$ cat config.mk
export PLATFORM = sky130hd
export DESIGN_NAME = instr_sequencer
export DESIGN_NICKNAME = d
export VERILOG_FILES = /design/src/rtl/instr_sequencer.sv
export SDC_FILE = /design/constraint.sdc
export NUM_CORES = 1
export LEC_CHECK = 0
export CORE_MARGIN = 2
export CORE_UTILIZATION = 50
export CTS_CLUSTER_DIAMETER = 50
export DETAILED_ROUTE_END_ITERATION = 8
export PLACE_DENSITY = 0.78
export SKIP_LAST_GASP = 1
export SLEW_MARGIN = 20
export SYNTH_ARGS = -nofsm -noshare
export SYNTH_HDL_FRONTEND = slang
export SYNTH_SLANG_ARGS = --single-unit
$ cat constraint.sdc
create_clock -name clk -period 2.78 [get_ports clk]
set_input_delay 0.278 -clock clk [delete_from_list [all_inputs] [get_ports clk]]
set_output_delay 0.278 -clock clk [all_outputs]
set_load 0.01 [all_outputs]
$ cat src/rtl/instr_sequencer.sv
// Instruction sequencer: steps through a small program memory and hands one
// command at a time to a downstream ALU/regfile, waiting for its completion.
module instr_sequencer #(
  parameter  int DEPTH   = 16,
  parameter  int TIMEOUT = 64,
  localparam int AW      = $clog2(DEPTH),
  localparam int LW      = AW + 1
) (
  input  logic          clk,
  input  logic          rst_n,
  input  logic          prog_we,
  input  logic [AW-1:0] prog_addr,
  input  logic [11:0]   prog_wdata,
  input  logic [LW-1:0] prog_len,
  input  logic          run,
  input  logic          abort,
  input  logic          cmd_done,
  input  logic          z_flag_in,
  input  logic          c_flag_in,
  output logic          start_cmd,
  output logic [2:0]    op_out,
  output logic [2:0]    rd_out,
  output logic [2:0]    rs1_out,
  output logic [2:0]    rs2_out,
  output logic          busy,
  output logic          done,
  output logic          err,
  output logic [LW-1:0] pc,
  output logic          z_flag,
  output logic          c_flag
);

  localparam int CW = $clog2(TIMEOUT + 1);

  typedef enum logic [2:0] {
    S_IDLE,
    S_ISSUE,
    S_WAIT,
    S_DONE,
    S_ERROR
  } state_t;

  state_t        r_state;
  state_t        w_next;
  logic [11:0]   r_mem [DEPTH];
  logic [LW-1:0] r_pc;
  logic [LW-1:0] r_len;
  logic [CW-1:0] r_wcnt;
  logic          r_z;
  logic          r_c;
  logic [11:0]   r_hold;

  logic          w_idle_like;
  logic          w_start;
  logic [LW-1:0] w_len_sat;
  logic [LW-1:0] w_pc_inc;
  logic          w_timeout;
  logic [11:0]   w_word;

  assign w_idle_like = (r_state == S_IDLE) || (r_state == S_DONE) || (r_state == S_ERROR);
  assign w_start     = w_idle_like && run && !abort;
  assign w_len_sat   = (prog_len > LW'(DEPTH)) ? LW'(DEPTH) : prog_len;
  assign w_pc_inc    = r_pc + LW'(1);
  assign w_timeout   = (r_wcnt == CW'(TIMEOUT - 1));
  assign w_word      = r_mem[r_pc[AW-1:0]];

  always_ff @(posedge clk or negedge rst_n) begin
    if (!rst_n) r_state <= S_IDLE;
    else        r_state <= w_next;
  end

  always_comb begin
    w_next = r_state;
    if (abort) begin
      w_next = S_IDLE;
    end else begin
      case (r_state)
        S_IDLE, S_DONE, S_ERROR:
          if (run) w_next = (w_len_sat == '0) ? S_DONE : S_ISSUE;
        S_ISSUE:
          w_next = S_WAIT;
        S_WAIT:
          if (cmd_done)       w_next = (w_pc_inc == r_len) ? S_DONE : S_ISSUE;
          else if (w_timeout) w_next = S_ERROR;
        default:
          w_next = S_IDLE;
      endcase
    end
  end

  // Abort freezes pc and flags in place; only the state returns to IDLE.
  always_ff @(posedge clk or negedge rst_n) begin
    if (!rst_n) begin
      r_pc  <= '0;
      r_len <= '0;
      r_z   <= 1'b0;
      r_c   <= 1'b0;
    end else if (!abort) begin
      if (w_start) begin
        r_len <= w_len_sat;
        r_pc  <= '0;
      end else if (r_state == S_WAIT && cmd_done) begin
        r_pc <= w_pc_inc;
        r_z  <= z_flag_in;
        r_c  <= c_flag_in;
      end
    end
  end

  always_ff @(posedge clk or negedge rst_n) begin
    if (!rst_n)                                   r_wcnt <= '0;
    else if (r_state == S_ISSUE)                  r_wcnt <= '0;
    else if (r_state == S_WAIT && !cmd_done && !w_timeout) r_wcnt <= r_wcnt + CW'(1);
  end

  // Fields are shown live from memory during ISSUE and held afterwards.
  always_ff @(posedge clk or negedge rst_n) begin
    if (!rst_n)                  r_hold <= '0;
    else if (r_state == S_ISSUE) r_hold <= w_word;
  end

  always_ff @(posedge clk) begin
    if (prog_we && w_idle_like) r_mem[prog_addr] <= prog_wdata;
  end

  assign start_cmd = (r_state == S_ISSUE);
  assign {op_out, rd_out, rs1_out, rs2_out} = (r_state == S_ISSUE) ? w_word : r_hold;
  assign busy      = (r_state == S_ISSUE) || (r_state == S_WAIT);
  assign done      = (r_state == S_DONE);
  assign err       = (r_state == S_ERROR);
  assign pc        = r_pc;
  assign z_flag    = r_z;
  assign c_flag    = r_c;

endmodule

Yosys cells after proc, flatten, opt, wreduce, memory -nomap -nowiden --
Memories as Yosys holds them, arrays and structs flattened. Cells that the tools add are included. W data, S select, Z words.
Storage, ports and cells: bits in registers 34, bits in writable memories 192, input bits 29, output and inout port bits 23, word-level logic and storage cells 57, memories kept 1
Memory list:
- r_mem | words 16, bits a word 12, read ports 1, clocked after Yosys merged registers in 0, wr ports 1, line 45 | logic [11:0] r_mem [DEPTH];
Operators by class: add/subtract/negate cells 2, $lt $le $gt $ge 1, eq/ne operators 8, muxes and demuxes 15, bitwise operators 2, reduce and logical (&&, ||, !) cells 21
Operator list (count):
- $mux W5 | 3
- $mux W7 | 2
- $mux W12 | 1
- $mux W3 | 4
- $pmux W3 S3 | 1
- $add A7 B1 Y7 const B | 1
- $eq A7 B6 Y1 const B | 1
- $eq A3 B2 Y1 const B | 2
- $logic_and A1 B1 Y1 | 6
- $reduce_and A2 Y1 | 3
- $add A5 B1 Y5 const B | 1
- $eq A5 B5 Y1 | 1
- $gt A5 B5 Y1 const B | 1
- $logic_not A5 Y1 | 1
- $mux W2 | 2
- $ne A4 B4 Y1 const B | 1
- $reduce_bool A2 Y1 | 2
- $eq A3 B1 Y1 const B | 1
- $eq A3 B3 Y1 const B | 1
- $logic_not A1 Y1 | 3
- $logic_not A3 Y1 | 1
- $logic_or A1 B1 Y1 | 3
- $ne A3 B3 Y1 const B | 1
- $reduce_and A3 Y1 | 1
- other kinds (3) | 5

Logic depth before layout (Yosys ltp) --
Gate-level depths: netlist of the first run.
depth after elaboration 7, mapped depth 8, mapped depth without buffers 6

Worst setup path before layout of the first run --
Ideal clock, no wire load.
path kind register to register, start point register r_state[1], end point memory r_mem[0][0] (enable), library setup time 396 ps, data arrival time 2409 ps, required time 2384 ps, slack -25 ps, cell stages (with the launch flop) 7, path buffers 1, period minus slack after synthesis 2805 ps, cells stage by stage dfrtp_1 clkbuf_2 nor2_1 or2_2 and2_1 or3b_2 nor3_1
On the way: word-level cells in the longest chain between the ends 6, elaborated cells between the ends (all ways) 8, classes of those cells 2 x eq/ne; 2 x mux; 4 x reduce/logical
Ends and longest elaborated chain:
- from (decl) | line 43 | state_t r_state;
- from (signal assigned) | line 69 | else r_state <= w_next;
- $eq A3 B2 Y1 or $logic_not A3 Y1 (tied branches) | line 60 | assign w_idle_like = (r_state == S_IDLE) || (r_state == S_DONE) || (r_state == S_ERROR);
- $logic_or A1 B1 Y1 | line 60
- $logic_or A1 B1 Y1 (*) | line 60
- $logic_and A1 B1 Y1 (*) | line 123 | if (prog_we && w_idle_like) r_mem[prog_addr] <= prog_wdata;
- $mux W1 (*) | line 123
- $mux W1 (not written as such) (*) | line 123
- to (decl) | line 45
Mark *: on every way between the ends. The rest lies on a longest branch, timed or not.

Worst setup path after layout of the first run --
start point register r_pc[0], in the netlist pc[0], end point output port rs2_out[2]
On the way: word-level cells in the longest chain between the ends 2
Ends and longest elaborated chain:
- from (decl) | line 46 | logic [LW-1:0] r_pc;
- from (signal assigned) | line 103 | r_pc <= w_pc_inc;
- $mem_v2 Z16 W12
- $mux W12
- to (decl) | line 24 | output logic [2:0] rs2_out,
No other way between the ends.

==> results of run 1 <==
power groups by stage:
stage | clock network [mW] | logic, mW | registers (mW)
after floorplan | 0 | 0.571 | 3.95
after global placement | 0 | 1.02 | 3.97
after detailed placement | 0 | 1.05 | 3.97
after CTS | 3.18 | 1.13 | 3.91
after global routing | 3.32 | 1.29 | 3.93
final | 3.13 | 1.21 | 3.92
flip-flops by register name, indices dropped and copies added (netlist names):
| name | count |
|---|---|
| c_flag | 1 |
| pc | 5 |
| r_hold | 12 |
| r_len | 5 |
| r_mem | 192 |
| r_state | 3 |
| r_wcnt | 7 |
| z_flag | 1 |
how the worst max path moves through the flow:
stage                                 from                      to  slack (ns)  cells past startpoint
finish                   pc[0]$_DFFE_PN0P_              rs2_out[2]       -0.03                      6
global route             pc[0]$_DFFE_PN0P_              rs2_out[2]       -0.06                      6
CTS                      pc[0]$_DFFE_PN0P_              rs2_out[2]       -0.04                      6
detailed placement  r_state[0]$_DFFE_PN0P_   r_mem[0][0]$_DFFE_PP_        0.17                      7
global placement    r_state[0]$_DFFE_PN0P_   r_mem[0][0]$_DFFE_PP_        0.21                      7
floorplan           r_state[1]$_DFFE_PN0P_  r_mem[12][0]$_DFFE_PP_        0.29                      6
layer usage:
metal | up-vias | part of all wire (%) | global-route usage (%)
met5 | - | 0 | 0
met4 | 0 | 2.8 | 7.34
met3 | 39 | 9.5 | 5.39
met2 | 263 | 50 | 36.7
met1 | 2598 | 38 | 29.8
li1 | 2151 | - | -
repair_timing:
action / 4_1_cts / 5_1_grt
pin swaps: 1 / 2
gates cloned: 3 / 1
resized for setup: 68 / 21
buffers inserted: 5 / 4
setup endpoints to repair: 12 / 19
Yosys cell counts (2+ instances only):
cell type / number
sky130_fd_sc_hd__buf_1: 4
sky130_fd_sc_hd__nand3_1: 4
sky130_fd_sc_hd__buf_2: 5
sky130_fd_sc_hd__nor2_1: 24
sky130_fd_sc_hd__a211oi_1: 2
sky130_fd_sc_hd__clkbuf_1: 10
sky130_fd_sc_hd__nand2_1: 18
sky130_fd_sc_hd__o22ai_1: 14
sky130_fd_sc_hd__nor2b_1: 2
sky130_fd_sc_hd__a21oi_1: 4
sky130_fd_sc_hd__mux2i_1: 13
sky130_fd_sc_hd__ha_1: 2
sky130_fd_sc_hd__buf_6: 3
sky130_fd_sc_hd__dfrtp_1: 34
sky130_fd_sc_hd__and2_1: 2
sky130_fd_sc_hd__buf_4: 3
sky130_fd_sc_hd__inv_1: 5
sky130_fd_sc_hd__a31oi_1: 14
sky130_fd_sc_hd__edfxtp_1: 192
sky130_fd_sc_hd__xnor2_1: 7
sky130_fd_sc_hd__nor3_1: 8
sky130_fd_sc_hd__o21ai_0: 8
sky130_fd_sc_hd__nand3b_1: 5
sky130_fd_sc_hd__mux4_2: 48
sky130_fd_sc_hd__a311oi_1: 2
sky130_fd_sc_hd__xor2_1: 6
sky130_fd_sc_hd__mux2_2: 14
sky130_fd_sc_hd__nand4_1: 2
sky130_fd_sc_hd__nand2b_1: 9
stage by stage:
step / setup TNS (ns) / instance area, um^2 / setup slack [ns] / hold slack [ns]
after detailed placement: 0 / 10200 / 0.175 / 0.499
final: -0.0258 / 11300 / -0.0258 / 0.196
after floorplan: 0 / 9070 / 0.294 / -0.0176
after global placement: 0 / 10200 / 0.207 / 0.495
after CTS: -0.112 / 11200 / -0.0370 / 0.188
after global routing: -0.325 / 11300 / -0.0600 / 0.229
area by class of cell:
cell class                      instances  area [um^2]
Sequential cell                       226         6620
Fill cell                            1201         6590
Multi-Input combinational cell        226         2510
Timing Repair Buffer                  103         1090
Clock buffer                           31          647
Tap cell                              229          287
Clock inverter                         11          138
Inverter                                5         18.8
worst max-delay path: cells and delay by family (launching register included):
kind            cells  cell delay, ns
mux                 2            0.78
compound gates      2            0.23
buf+inv             2            0.48
flops               1            0.49
kinds of logic after synthesis:
family | Yosys count | synth area share [%]
buf+inv | 31 | 1.74
fa+ha+maj | 2 | 0.276
compound gates | 50 | 3.68
flops | 226 | 72.9
xor+xnor | 13 | 1.26
simple gates | 86 | 5.01
mux | 75 | 15.1
==> reports/results.tsv, run 1 <==
metric	value	unit
outcome	finished, violations left	
failing checks	negative setup slack	
Hold WC Path Type	input port to async pin	
starting density of the core	50.7	%
number of rows created at floorplan	49	
worst setup path class	flip-flop to primary output	
peak fanout along the critical path	6	
number of global-route vias before repair	5289	
NumNets Final	617	
RSZ-0062 raised after global routing	true	
reported leakage power	3.75	nW
Buffers on Ports	51	
Worst path slowest cell	sky130_fd_sc_hd__dfrtp_4	
final HPWL from detailed placement	12.3	mm
post-route antenna net violation count	0	
I/O pin total	52	
data required time of the critical path	2.50	ns
max-slew violation count	0	
reg2reg setup slack	0.24	ns
actual transition at the worst max-transition pin	0.573	ns
deepest level of the CTS H-tree	1	
P_sw	1.97	mW
portion of total power attributed to combinational logic	14.6	%
endpoint of the worst-slack reg-to-reg timing path	r_state[1]$_DFFE_PN0P_	
area growth from synthesis to layout	24.7	%
Register-to-Register Path Depth	10	
minimum period implied by the final worst setup slack	2.81	ns
commonest non-fill, non-tap cells in the layout	sky130_fd_sc_hd__edfxtp_1 (192), sky130_fd_sc_hd__mux4_2 (48), sky130_fd_sc_hd__clkdlybuf4s50_1 (39), sky130_fd_sc_hd__buf_4 (34), sky130_fd_sc_hd__dfrtp_1 (32)	
DRT iter0 DRCs	476	
cell area power density	731	nW/um^2
yosys synthesis warning count	0	
vias per cell	6.08	
headroom to the max-slew limit	61.7	%
async set or reset register ratio after synthesis	15.0	%
Max stage delay on crit path	0.49	ns
Tot Pwr	8.26	mW
antenna violations before repair	0	
fmax	356	MHz
total instance count after detailed placement	777	
final routed DRC violation total	0	
crit path capture type	primary output	
ordered list of cells on the worst path	bufbuf_16 > mux4_2 > mux2_2 > o22ai_2 > a31oi_2 > buf_2	
most frequently used flop master after synthesis	sky130_fd_sc_hd__edfxtp_1	
wire length of the first global-routing pass	31.9	mm
number of distinct standard cells referenced by the synthesized netlist	48	
largest cells by area after synthesis	sky130_fd_sc_hd__edfxtp_1 (64%), sky130_fd_sc_hd__mux4_2 (12%), sky130_fd_sc_hd__dfrtp_1 (9.4%)	
final setup margin	-0.0258	ns
antenna diode instance count	0	
average routed wire per standard cell	25.3	um
share of final-layout standard cells stronger than drive strength 1	33.1	%
largest net degree at the start of global routing	35	
area leader, netlist	sky130_fd_sc_hd__edfxtp_1	
final hold violation count	0	
die width	139	um
Arr. time, crit path	2.53	ns
total track usage	22.3	%
synthesized instance count	483	
height of the die	139	um
CTS tree	yes	
Non-Filler Instances	831	
share of the synthesized area in the top cell type	63.6	%
Max Clock Skew	0.0201	ns
overall die area	19200	um^2
share of the core filled with cells	63.2	%
maximum capacitance violations	0	
Post-Synthesis Cell Area	9070	um^2
period utilization	101	%
overall via count from detail_route	5051	
Final Setup Violations	1	
hold buffers post-CTS	0	
Internal Power	6.29	mW
reg-to-reg startpoint	pc[0]$_DFFE_PN0P_	
clock root buffer	sky130_fd_sc_hd__clkbuf_16	
register clock-pin slew on the reported worst setup and hold paths	0.06	ns
sw frac	23.8	%
sequential area share after synthesis	72.9	%
global-route congestion overflow total	0	
Net Count, Synth	514	
Pre-antenna DRT Iters	5	
cts bufs inserted	24	
number of buffers between clock root and the deepest sink	3	
peak ir drop on the vdd network	0.578	mV
overall routed net length	21.0	mm
commonest non-fill, non-tap cell in the layout	sky130_fd_sc_hd__edfxtp_1	
post-synthesis area per instance	18.8	um^2
clock network fraction of total power	37.9	%
number of clock sinks	226	
Placeable Area	17900	um^2
share of total power in sequential cells	47.5	%
global placer's final weighted congestion	0.822	
clock insertion delay at the later pin of the skew report	0.53	ns
count of flip-flops with a built-in enable after synthesis	192	
kind of launch point of the worst setup path	flip-flop	
register bit count reported by yosys	226	
Power figures use the tool's default switching activity.
==> inputs of run 2 (changes only) <==
Settings changed: CORE_UTILIZATION 50 to 30, PLACE_DENSITY 0.78 to 0.54.
==> reports/results.tsv, run 2 (synthesis gave the netlist of run 1 again) <==
metric	value	unit	change
outcome	finished clean		
clock root buffer	sky130_fd_sc_hd__clkbuf_16		
Max Clock Skew	0.0172	ns	-0.00286 ns
NumNets Final	623		+0.97%
Buffers on Ports	51		unchanged
peak ir drop on the vdd network	0.406	mV	-30%
worst setup path class	flip-flop to primary output		
commonest non-fill, non-tap cell in the layout	sky130_fd_sc_hd__edfxtp_1		
cell area power density	726	nW/um^2	-0.69%
cts bufs inserted	25		+4.2%
Pre-antenna DRT Iters	4		-1
total placed instance area	10300	um^2	+1.5%
max-slew violation count	0		unchanged
final HPWL from detailed placement	13.1	mm	+6.7%
commonest non-fill, non-tap cells in the layout	sky130_fd_sc_hd__edfxtp_1 (192), sky130_fd_sc_hd__mux4_2 (48), sky130_fd_sc_hd__buf_4 (43), sky130_fd_sc_hd__clkdlybuf4s50_1 (38), sky130_fd_sc_hd__dfrtp_1 (32)		
CTS tree	yes		
actual transition at the worst max-transition pin	0.701	ns	+0.129 ns
total met3 wirelength after detailed routing	1.22	mm	-39%
final hold violation count	0		unchanged
cell area after layout	11400	um^2	+0.53%
number of clock sinks	226		unchanged
vias per cell	4.91		-19%
total instance count after detailed placement	937		+21%
largest net degree at the start of global routing	33		-5.7%
height of the die	178	um	+28%
RSZ-0062 raised after global routing	true		
register clock-pin slew on the reported worst setup and hold paths	0.06	ns	about the same
area growth from synthesis to layout	25.4	%	
overall via count from detail_route	4921		-2.6%
global placer's final weighted congestion	0.760		-7.5%
antenna violations before repair	0		unchanged
total track usage	13.7	%	-8.6 points
headroom to the max-slew limit	53.2	%	-8.4 points
max reg flops	192		unchanged
crit path capture type	primary output		
deepest level of the CTS H-tree	1		unchanged
reported leakage power	3.74	nW	-0.24%
clock network fraction of total power	39.3	%	+1.4 points
peak fanout along the critical path	10		+4
met1 routed wirelength after detailed routing	10.1	mm	+28%
overall routed net length	21.5	mm	+2.4%
minimum period implied by the final worst setup slack	2.75	ns	-0.0512 ns
Arr. time, crit path	2.48	ns	-0.05 ns
number of rows created at floorplan	63		+29%
Final Setup Violations	0		-1
period utilization	99.1	%	-1.8 points
Placeable Area	29700	um^2	+66%
Non-Filler Instances	1003		+21%
DRT iter0 DRCs	381		-20%
portion of total power attributed to combinational logic	13.4	%	-1.2 points
routed wl met2	9.74	mm	-7.5%
share of total power in sequential cells	47.3	%	-0.2 points
final routed DRC violation total	0		unchanged
P_sw	1.92	mW	-2.4%
post-route antenna net violation count	0		unchanged
average routed wire per standard cell	21.5	um	-15%
maximum capacitance violations	0		unchanged
# fillers	2698		+120%
clock insertion delay at the later pin of the skew report	0.53	ns	about the same
share of final-layout standard cells stronger than drive strength 1	31.1	%	-2.0 points
overall die area	31600	um^2	+65%
fmax	363	MHz	+1.9%
Hold WC Path Type	input port to async pin		
number of global-route vias before repair	5121		-3.2%
kind of launch point of the worst setup path	flip-flop		
starting density of the core	30.5	%	-20 points
number of buffers between clock root and the deepest sink	3		unchanged
Top Registers	r_mem x192, r_hold x12, r_wcnt x7		
sw frac	23.3	%	-0.54 points
I/O pin total	52		unchanged
Internal Power	6.33	mW	+0.54%
die width	178	um	+28%
largest reg by FF count	r_mem		
global-route congestion overflow total	0		unchanged
wire length of the first global-routing pass	31.9	mm	-0.11%
uppermost metal layer occupied by signal nets	met4		
data required time of the critical path	2.50	ns	about the same
[run 2: changes by cell type in the layout (fill, tap and decap cells not counted), moves of 4 or more]
| cell | before | now |
|---|---|---|
| sky130_fd_sc_hd__a31oi_1 | 7 | 11 |
| sky130_fd_sc_hd__mux2i_1 | 6 | 11 |
| sky130_fd_sc_hd__buf_4 | 34 | 43 |
| sky130_fd_sc_hd__clkinv_2 | 3 | 7 |
| sky130_fd_sc_hd__o22ai_2 | 8 | 4 |
| sky130_fd_sc_hd__o22ai_1 | 5 | 10 |
[run 2: per-layer routing]
layer / vias up / global-route usage [%]
li1: 2170 / -
met1: 2587 / 19.9
met2: 130 / 21.3
met3: 34 / 2.51
met4: 0 / 3.48
met5: - / 0
[run 2: power groups by stage]
stage	registers [mW]	clock network [mW]	logic (mW)
2_1_floorplan	3.95	0	0.571
3_3_place_gp	3.97	0	1.04
3_5_place_dp	3.97	0	1.05
4_1_cts	3.90	3.31	1.07
5_1_grt	3.91	3.46	1.20
6_report	3.90	3.24	1.11
[run 2: metrics by stage]
step	hold WS [ns]	setup WS [ns]	setup TNS [ns]	total power, mW	util, %
final	0.343	0.0254	0	8.25	38.3
after global routing	0.372	-0.0425	-0.108	8.57	38.2
after CTS	0.356	-0.0850	-0.0865	8.27	37.9
after detailed placement	0.358	0.226	0	5.02	34.8
after global placement	0.349	0.210	0	5.01	34.8
after floorplan	-0.0176	0.294	0	4.52	-
[run 2: final cells by class]
type / instances / area, um^2 / share of cell area [%]
well taps: 390 / 488 / 4.29
repair buffers: 108 / 1060 / 9.30
diodes: 2 / 5.00 / 0.0440
clock buffers: 27 / 633 / 5.57
flip-flops and latches: 226 / 6620 / 58.2
clock inverters: 19 / 176 / 1.55
inverters: 5 / 18.8 / 0.165
multi-input cells: 226 / 2370 / 20.8
[run 2: critical path, cell delays in order, from the launching register on]
cell	delay (ns)
sky130_fd_sc_hd__dfrtp_4	0.46
sky130_fd_sc_hd__buf_12	0.15
sky130_fd_sc_hd__buf_12	0.14
sky130_fd_sc_hd__mux4_2	0.51
sky130_fd_sc_hd__mux2_2	0.28
sky130_fd_sc_hd__o22ai_1	0.11
sky130_fd_sc_hd__a31oi_1	0.09
sky130_fd_sc_hd__buf_2	0.19
[run 2: path summary, 6_finish.rpt]
kind	startpoint	to	slack [ns]	cells past startpoint
min reg2reg	c_flag$_DFFE_PN0P_	c_flag$_DFFE_PN0P_	0.52	1
max	pc[0]$_DFFE_PN0P_	op_out[1]	0.03	7
min	rst_n	r_hold[8]$_DFF_PN0_	0.34	2
min in group clk	prog_len[3]	r_len[3]$_DFFE_PN0P_	0.37	3
max reg2reg	r_state[2]$_DFFE_PN0P_	r_mem[4][11]$_DFFE_PP_	0.20	7
max in group asynchronous	rst_n	r_hold[1]$_DFF_PN0_	1.79	3
[run 2: repair_timing]
item,CTS,global route
buffers inserted,10,5
cloned,1,1
gates resized for setup,50,11
hold buffers,1,0
endpoints found under the setup margin,12,12
endpoints found under the hold margin,26,0
==> inputs of run 3 (changes only) <==
Settings changed: PLACE_DENSITY 0.54 to 0.53.
Clock period 2.78 ns to 2.6 ns, I/O delays scaled along.
==> reports/results.tsv, run 3 (synthesis gave the netlist of run 1 again) <==
metric	value	unit	change
outcome	finished, violations left		
failing checks	negative setup slack		
number of clock sinks	226		unchanged
Non-Filler Instances	1012		+0.90%
global-route congestion overflow total	0		unchanged
share of final-layout standard cells stronger than drive strength 1	34.4	%	+3.3 points
Arr. time, crit path	2.44	ns	-0.04 ns
NumNets Final	634		+1.8%
reg2reg setup slack	0.14	ns	-0.06 ns
post-route antenna net violation count	0		unchanged
final routed DRC violation total	0		unchanged
antenna violations before repair	1		+1
max-slew violation count	0		unchanged
number of global-route vias before repair	5118		-0.059%
commonest non-fill, non-tap cells in the layout	sky130_fd_sc_hd__edfxtp_1 (192), sky130_fd_sc_hd__mux4_2 (48), sky130_fd_sc_hd__buf_4 (45), sky130_fd_sc_hd__clkdlybuf4s50_1 (37), sky130_fd_sc_hd__dfrtp_1 (32)		
Internal Power	6.96	mW	+10%
overall die area	31600	um^2	unchanged
reported leakage power	3.87	nW	+3.6%
vias per cell	4.89		-0.37%
# fillers	2721		+0.85%
endpoint of the most critical setup path	rd_out[1]		
largest reg by FF count	r_mem		
Max Clock Skew	0.00898	ns	-0.00824 ns
cell area after layout	11700	um^2	+2.6%
final hold violation count	0		unchanged
clock insertion delay at the later pin of the skew report	0.52	ns	about the same
CTS tree	yes		
overall via count from detail_route	4947		+0.53%
fmax	371	MHz	
portion of total power attributed to combinational logic	14.3	%	+0.9 points
final setup margin	-0.0976	ns	-0.123 ns
starting density of the core	30.5	%	unchanged
overall routed net length	21.7	mm	+0.62%
largest net degree at the start of global routing	39		+18%
timing startpoint of the critical path	pc[0]$_DFFE_PN0P_		
register clock-pin slew on the reported worst setup and hold paths	0.06	ns	about the same
worst setup path class	flip-flop to primary output		
DRT iter0 DRCs	504		+32%
sw frac	23.5	%	+0.17 points
cts bufs inserted	25		unchanged
antenna diode instance count	0		-2
crit path capture type	primary output		
actual transition at the worst max-transition pin	0.931	ns	+0.230 ns
number of rows created at floorplan	63		unchanged
Final Setup Violations	10		+10
total track usage	13.6	%	-0.091 points
average routed wire per standard cell	21.4	um	-0.28%
Placeable Area	29700	um^2	unchanged
total placed instance area	10400	um^2	+0.94%
minimum period implied by the final worst setup slack	2.70	ns	
peak fanout along the critical path	5		-5
final HPWL from detailed placement	13.5	mm	+3.1%
Buffers on Ports	51		unchanged
total instance count after detailed placement	945		+0.85%
commonest non-fill, non-tap cell in the layout	sky130_fd_sc_hd__edfxtp_1		
I/O pin total	52		unchanged
endpoint of the worst-slack reg-to-reg timing path	r_mem[4][2]$_DFFE_PP_		
P_sw	2.13	mW	+11%
clock network fraction of total power	39.7	%	+0.4 points
Top Registers	r_mem x192, r_hold x12, r_wcnt x7		
maximum capacitance violations	0		unchanged
data required time of the critical path	2.34	ns	-0.16 ns
die width	178	um	unchanged
share of the core filled with cells	39.2	%	+0.99 points
reg-to-reg startpoint	r_state[1]$_DFFE_PN0P_		
height of the die	178	um	unchanged
kind of launch point of the worst setup path	flip-flop		
clock root buffer	sky130_fd_sc_hd__clkbuf_16		
number of buffers between clock root and the deepest sink	3		unchanged
Hold WC Path Type	input port to flip-flop		
global placer's final weighted congestion	0.783		+3.0%
wire length of the first global-routing pass	31.9	mm	about the same
Register-to-Register Path Depth	6		-1
RSZ-0062 raised after global routing	true		
peak ir drop on the vdd network	0.691	mV	+70%
dpl ws	0.128	ns	-0.0983 ns
max reg flops	192		unchanged
Pre-antenna DRT Iters	5		+1
period utilization	104	%	
deepest level of the CTS H-tree	1		unchanged
Setup TNS	-0.626	ns	-0.626 ns
area growth from synthesis to layout	28.6	%	
headroom to the max-slew limit	37.9	%	-15 points
cell area power density	780	nW/um^2	+7.4%
share of total power in sequential cells	46.0	%	-1.3 points
-- run 3: cell types whose count changed in the layout (fill, tap and decap cells not counted), moves of 3 or more --
| cell | before | now |
|---|---|---|
| sky130_fd_sc_hd__clkbuf_8 | 0 | 6 |
| sky130_fd_sc_hd__clkinv_2 | 7 | 1 |
| sky130_fd_sc_hd__o22ai_1 | 10 | 4 |
| sky130_fd_sc_hd__o22ai_2 | 4 | 10 |
| sky130_fd_sc_hd__buf_12 | 10 | 15 |
| sky130_fd_sc_hd__clkinv_1 | 5 | 1 |
| sky130_fd_sc_hd__a31oi_1 | 11 | 8 |
| sky130_fd_sc_hd__a31oi_2 | 3 | 6 |
| sky130_fd_sc_hd__buf_8 | 0 | 3 |
| sky130_fd_sc_hd__clkbuf_1 | 2 | 5 |
-- run 3: stage by stage --
step	hold WS, ns	power, mW
3_3_place_gp	0.426	5.38
4_1_cts	0.347	8.98
3_5_place_dp	0.434	5.39
2_1_floorplan	-0.0356	4.83
5_1_grt	0.362	9.45
6_report	0.360	9.09
-- run 3: final cells by class --
class | instances | area, um^2 | share of cell area (%)
Inverter | 5 | 18.8 | 0.161
Multi-Input combinational cell | 226 | 2460 | 21.1
Tap cell | 390 | 488 | 4.18
Sequential cell | 226 | 6620 | 56.8
Timing Repair Buffer | 119 | 1220 | 10.5
Clock buffer | 36 | 727 | 6.23
Clock inverter | 10 | 133 | 1.14
-- run 3: power groups by stage --
| stage | registers (mW) | logic [mW] | clock network (mW) |
|---|---|---|---|
| 2_1_floorplan | 4.22 | 0.611 | 0 |
| 3_3_place_gp | 4.24 | 1.14 | 0 |
| 3_5_place_dp | 4.24 | 1.15 | 0 |
| 4_1_cts | 4.17 | 1.11 | 3.70 |
| 5_1_grt | 4.20 | 1.40 | 3.86 |
| 6_report | 4.19 | 1.30 | 3.61 |
-- run 3: repair_timing --
| action | CTS | global route |
|---|---|---|
| gates cloned | 0 | 2 |
| setup endpoints to repair | 13 | 13 |
| pin swaps | 0 | 3 |
| setup buffers | 4 | 15 |
| hold buffers | 1 | 0 |
| endpoints found under the hold margin | 34 | 0 |
| resized for setup | 44 | 47 |
-- run 3: worst min-delay path by stage --
| stage | from | endpoint | slack (ns) | depth (start not counted) |
|---|---|---|---|---|
| 2_1_floorplan | rst_n | c_flag$_DFFE_PN0P_ | -0.04 | 0 |
| 4_1_cts | prog_len[3] | r_len[3]$_DFFE_PN0P_ | 0.35 | 3 |
| 3_3_place_gp | rst_n | r_len[0]$_DFFE_PN0P_ | 0.43 | 1 |
| 6_report | prog_len[2] | r_len[2]$_DFFE_PN0P_ | 0.36 | 3 |
| 5_1_grt | c_flag_in | c_flag$_DFFE_PN0P_ | 0.36 | 2 |
| 3_5_place_dp | rst_n | r_len[2]$_DFFE_PN0P_ | 0.43 | 1 |
-- run 3: critical path, stage by stage (launching register included) --
cell and delay, ns:
sky130_fd_sc_hd__dfrtp_4 0.54, sky130_fd_sc_hd__clkbuf_16 0.18, sky130_fd_sc_hd__buf_4 0.13, sky130_fd_sc_hd__mux4_2 0.41
sky130_fd_sc_hd__mux2_2 0.30, sky130_fd_sc_hd__o22ai_2 0.11, sky130_fd_sc_hd__a31oi_2 0.07, sky130_fd_sc_hd__buf_2 0.18
-- run 3: metal layers --
layer | GRT usage [%] | vias up | part of all wire, %
met5 | 0 | - | 0.079
met4 | 3.18 | 2 | 2.2
met3 | 2.42 | 35 | 5.4
met2 | 22.6 | 147 | 49
met1 | 18.7 | 2575 | 44
li1 | - | 2188 | -
